$ cat config.mk
export PLATFORM = sky130hd
export DESIGN_NAME = seg7_scan_driver
export DESIGN_NICKNAME = d
export VERILOG_FILES = /design/src/rtl/seg7_scan_driver.sv
export SDC_FILE = /design/constraint.sdc
export NUM_CORES = 1
export LEC_CHECK = 0
export BUFFER_PORTS_ARGS = -buffer_cell sky130_fd_sc_hd__buf_2
export CORE_MARGIN = 4
export CORE_UTILIZATION = 60
export DETAILED_ROUTE_END_ITERATION = 10
export PLACE_DENSITY = 0.82
export SETUP_SLACK_MARGIN = 0.15
export SLEW_MARGIN = 20
export SYNTH_ARGS = -nofsm -noshare
export SYNTH_HDL_FRONTEND = slang
export SYNTH_SLANG_ARGS = --single-unit
$ cat constraint.sdc
create_clock -name clk -period 8.9 [get_ports clk]
set_input_delay 1.78 -clock clk [delete_from_list [all_inputs] [get_ports clk]]
set_output_delay 1.78 -clock clk [all_outputs]
set_load 0.02 [all_outputs]
$ cat src/rtl/seg7_scan_driver.sv
// Multiplexed 4-digit seven-segment scan driver with per-frame digit snapshot,
// leading-zero blanking and invalid-BCD dash display.
module seg7_scan_driver #(
    parameter int unsigned REFRESH_DIV    = 100000,
    parameter bit          SEG_ACTIVE_LOW = 1'b1,
    parameter bit          AN_ACTIVE_LOW  = 1'b1,
    parameter bit          BLANK_LEADING  = 1'b1
) (
    input  logic       clk,
    input  logic       reset,
    input  logic       enable,
    input  logic [3:0] ones,
    input  logic [3:0] tens,
    input  logic [3:0] hundreds,
    input  logic [3:0] thousands,
    output logic [3:0] an,
    output logic [6:0] seg,
    output logic       dp,
    output logic       frame_done
);

    localparam int unsigned PW        = (REFRESH_DIV > 1) ? $clog2(REFRESH_DIV) : 1;
    localparam logic [PW-1:0] PRESC_MAX = PW'(REFRESH_DIV - 1);
    localparam logic [3:0] AN_OFF     = AN_ACTIVE_LOW  ? 4'hF  : 4'h0;
    localparam logic [6:0] SEG_OFF    = SEG_ACTIVE_LOW ? 7'h7F : 7'h00;
    localparam logic       DP_OFF     = SEG_ACTIVE_LOW;

    logic [PW-1:0]   presc_q, presc_d;
    logic [1:0]      index_q, index_d;
    logic [3:0][3:0] shadow_q, shadow_d;
    logic            live_q, live_d;
    logic            tick;
    logic            snap;
    logic [3:0]      an_d;
    logic [6:0]      seg_d;
    logic [3:0]      digit;
    logic            blank;
    logic [6:0]      pattern;
    logic [3:0]      onehot;

    function automatic logic [6:0] seg_pattern(input logic [3:0] d);
        logic [6:0] p;
        case (d)
            4'd0:    p = 7'h3F;
            4'd1:    p = 7'h06;
            4'd2:    p = 7'h5B;
            4'd3:    p = 7'h4F;
            4'd4:    p = 7'h66;
            4'd5:    p = 7'h6D;
            4'd6:    p = 7'h7D;
            4'd7:    p = 7'h07;
            4'd8:    p = 7'h7F;
            4'd9:    p = 7'h6F;
            default: p = 7'h40;
        endcase
        return p;
    endfunction

    // State register: prescaler, slot index, digit snapshot and output flops.
    always_ff @(posedge clk or negedge reset) begin
        if (!reset) begin
            presc_q    <= '0;
            index_q    <= 2'd3;
            shadow_q   <= '0;
            live_q     <= 1'b0;
            an         <= AN_OFF;
            seg        <= SEG_OFF;
            dp         <= DP_OFF;
            frame_done <= 1'b0;
        end else begin
            presc_q    <= presc_d;
            index_q    <= index_d;
            shadow_q   <= shadow_d;
            live_q     <= live_d;
            an         <= an_d;
            seg        <= seg_d;
            dp         <= DP_OFF;
            frame_done <= snap;
        end
    end

    // Next-state: prescaler wrap, slot rotation, snapshot at frame start.
    always_comb begin
        presc_d  = presc_q;
        index_d  = index_q;
        shadow_d = shadow_q;
        live_d   = live_q;
        snap     = 1'b0;
        tick     = enable && (presc_q == PRESC_MAX);
        if (enable) begin
            presc_d = tick ? '0 : presc_q + PW'(1);
        end
        if (tick) begin
            index_d = index_q + 2'd1;
            live_d  = 1'b1;
            if (index_q == 2'd3) begin
                snap     = 1'b1;
                shadow_d = {thousands, hundreds, tens, ones};
            end
        end
    end

    // Output decode from next-state values so a new frame shows fresh digits.
    always_comb begin
        an_d    = AN_OFF;
        seg_d   = SEG_OFF;
        blank   = 1'b0;
        digit   = shadow_d[index_d];
        onehot  = 4'(4'b0001 << index_d);
        if (BLANK_LEADING) begin
            case (index_d)
                2'd3:    blank = (shadow_d[3] == 4'd0);
                2'd2:    blank = (shadow_d[3] == 4'd0) && (shadow_d[2] == 4'd0);
                2'd1:    blank = (shadow_d[3] == 4'd0) && (shadow_d[2] == 4'd0)
                              && (shadow_d[1] == 4'd0);
                default: blank = 1'b0;
            endcase
        end
        pattern = blank ? 7'h00 : seg_pattern(digit);
        if (enable && live_d) begin
            an_d  = AN_ACTIVE_LOW  ? ~onehot  : onehot;
            seg_d = SEG_ACTIVE_LOW ? ~pattern : pattern;
        end
    end

endmodule

==> impl_metrics.json <==
{
  "outcome": "finished clean",
  "postCtsSetupBuffers": 0,
  "grt_max_degree": 49,
  "place_ws_ns": 4.168,
  "tritoncts": "built",
  "drt_first_pass_iters": 4,
  "yosys.cell_types.count": 54,
  "tightest_slew_ns": 0.8465,
  "insertion_delay_ns": 0.31,
  "cp-start-kind": "primary input",
  "slew_headroom": 0.4357,
  "hold_violations": 0,
  "yosysSeqAreaShare": 0.4592,
  "totalNegativeSetupSlack_ns": 0,
  "post-place-cells": 317,
  "cts_inserted_buffers": 5,
  "hold_class": "register to register",
  "fin_ws_ns": 4.425,
  "num_rows": 23,
  "drc": 0,
  "use_met3": 0.03649,
  "drive_gt1_frac": 0.2945,
  "cts_resized": 0,
  "die-area_um2": 5547,
  "period_share": 0.5028,
  "syn-instance-count": 247,
  "place_congestion": 0.8440,
  "clockRootBuffer": "clkbuf_8",
  "synth_fp_nets": 273,
  "grt_overflow_total": 0,
  "area_growth_pct": 9.014,
  "grt_util_met1": 0.3143,
  "clock_skew_ns": 0.01267,
  "critPathMostFrequentCell": "and3_1",
  "nets": 300,
  "critical_path_class": "primary input to register",
  "clock-sinks": 48,
  "rsz0062_at_grt": "no",
  "synthArstFlopShare": 1.000,
  "io_buffers": 30,
  "wire_per_inst_um": 16.34,
  "finalWirelength_mm": 5.312,
  "postLayoutCellArea_um2": 2890,
  "ys.flop_type": "dfrtp_1",
  "io_pins": 32,
  "fmax_mhz": 223.5,
  "setup_viol": 0,
  "crit_fanout": 17,
  "initial_core_util": 0.6398,
  "fin_cells": 325,
  "antenna_found_initial": 0,
  "vias": 1971,
  "synth_top_area_frac": 0.3303,
  "syn_area_um2": 2651,
  "antenna_left": 0,
  "synthTopCellsByArea": "dfrtp_1 33%, dfstp_2 13%, mux2_2 5.5%",
  "grt_pass1_vias": 1945,
  "clk_pin_slew_worst_paths_ns": 0.09,
  "drv_cap": 0,
  "die_w_um": 74.48,
  "critPathMaxStageDelay_ns": 0.77,
  "clock_path_buffers": 2,
  "power.density_nw_per_um2": 149.3,
  "ys_top_cells_by_count": "35 x dfrtp_1, 21 x nand2_1, 19 x nor2_1, 13 x dfstp_2, 13 x mux2_2",
  "crit_buf_inv": 1,
  "arrival_ns": 4.68,
  "use_met2": 0.3268,
  "slew_viol_final": 0,
  "synth_edf_count": 0,
  "grt_usage": 0.2166,
  "crit_family": "simple AND/OR/NAND/NOR gates",
  "finalCriticalPeriod_ns": 4.475,
  "coreArea_um2": 4144,
  "ctsHoldBuffers": 0,
  "die_y_um": 74.48,
  "grt_pass1_wl_mm": 9.177,
  "crit_path_end_kind": "register",
  "crit_chain": "buf_2 > nand2_1 > nor3_2 > and3_1 > mux2_2 > a22oi_1 > and3_1 > ha_1 > and2_1 > o311ai_1",
  "h-tree-depth": 2,
  "busiest_layer": "met2",
  "hpwl_mm": 3.801,
  "yosys.area.top_type": "dfrtp_1",
  "vias_per_cell": 6.065,
  "drtIter0Drc": 179,
  "synth_most_common_cell": "dfrtp_1",
  "crit_slowest_cell": "and3_1",
  "synth-seq-cells": 48,
  "ys_warn_count": 0,
  "num_antenna_cells": 0,
  "dpl_cell_area_um2": 2794,
  "leakage_nw": 1.277,
  "vdd_drop_max_mv": 0.09909,
  "avgSynthCellArea_um2": 10.73,
  "crit_required_ns": 9.11
}
[registers in the layout, indices dropped and copies added, names as in the netlist]
| name | count |
|---|---|
| frame_done | 1 |
| presc_q | 17 |
| shadow_q | 16 |
| seg | 7 |
| live_q | 1 |
| index_q | 2 |
| an | 4 |
[stage by stage]
step           power (W)  utilization  hold slack, ns
6_report       0.0004315       0.6975          0.4987
3_3_place_gp   0.0002954       0.6742          0.4802
2_1_floorplan  0.0002795            -          0.4400
5_1_grt        0.0004499       0.6975          0.5220
3_5_place_dp   0.0002984       0.6742          0.4738
4_1_cts        0.0004331       0.6969          0.4962
[kinds of logic after synthesis]
| family | Yosys count | synth area share |
|---|---|---|
| other | 1 | 0.001414 |
| adder cells (fa/ha/maj) | 7 | 0.03303 |
| XOR/XNOR | 14 | 0.04625 |
| multiplexers | 27 | 0.1236 |
| AO/OA/AOI/OAI | 37 | 0.1062 |
| buffers and inverters | 19 | 0.03917 |
| flip-flops | 48 | 0.4592 |
| AND/OR/NAND/NOR | 94 | 0.1911 |
[layout make-up]
cell class                      count  area [um^2]
Clock buffer                        7        86.33
Clock inverter                      1        7.507
Fill cell                         317         1254
Inverter                            9        33.78
Multi-Input combinational cell    180         1330
Sequential cell                    48         1217
Tap cell                           50        62.56
Timing Repair Buffer               30        152.6
[per-layer routing]
metal | vias up | routed length (um)
li1 | 945 | -
met3 | 8 | 363
met1 | 953 | 2480
met4 | 0 | 81
met5 | - | 0
met2 | 65 | 2387
[cell usage in the layout, fill, tap and decap left out, types with 7 or more instances in the layout]
master    n
buf_2    29
dfrtp_1  35
dfstp_2  13
ha_1      7
inv_1     9
mux2_2   13
mux2i_1  10
nand2_1  21
nand3_1  11
nor2_1   19
o21ai_0   7
xnor2_1   8
[worst register-to-register path: cells and delay by family (launching register included)]
family | cells | cell delay [ns]
compound gates | 2 | 0.47
fa+ha+maj | 1 | 0.24
flops | 1 | 0.43
mux | 1 | 0.43
simple gates | 5 | 2.05
[worst paths after layout]
check                             from     endpoint  slack, ns  cells past startpoint
min in group asynchronous        reset   presc_q[5]       1.47                      1
hold reg to reg            shadow_q[1]  shadow_q[1]       0.50                      2
max in group asynchronous        reset  shadow_q[0]       7.02                      1
setup / recovery                enable       seg[3]       4.43                     10
setup reg to reg            presc_q[6]       seg[3]       5.16                      9
hold / removal             shadow_q[1]  shadow_q[1]       0.50                      2
[power by group]
part / internal, W / switching, W / total, W
clock: 0.0000632 / 0.0000730 / 0.000136
sequential: 0.000232 / 0.0000173 / 0.000249
combinational: 0.0000210 / 0.0000250 / 0.0000460
Power figures use the tool's default switching activity.
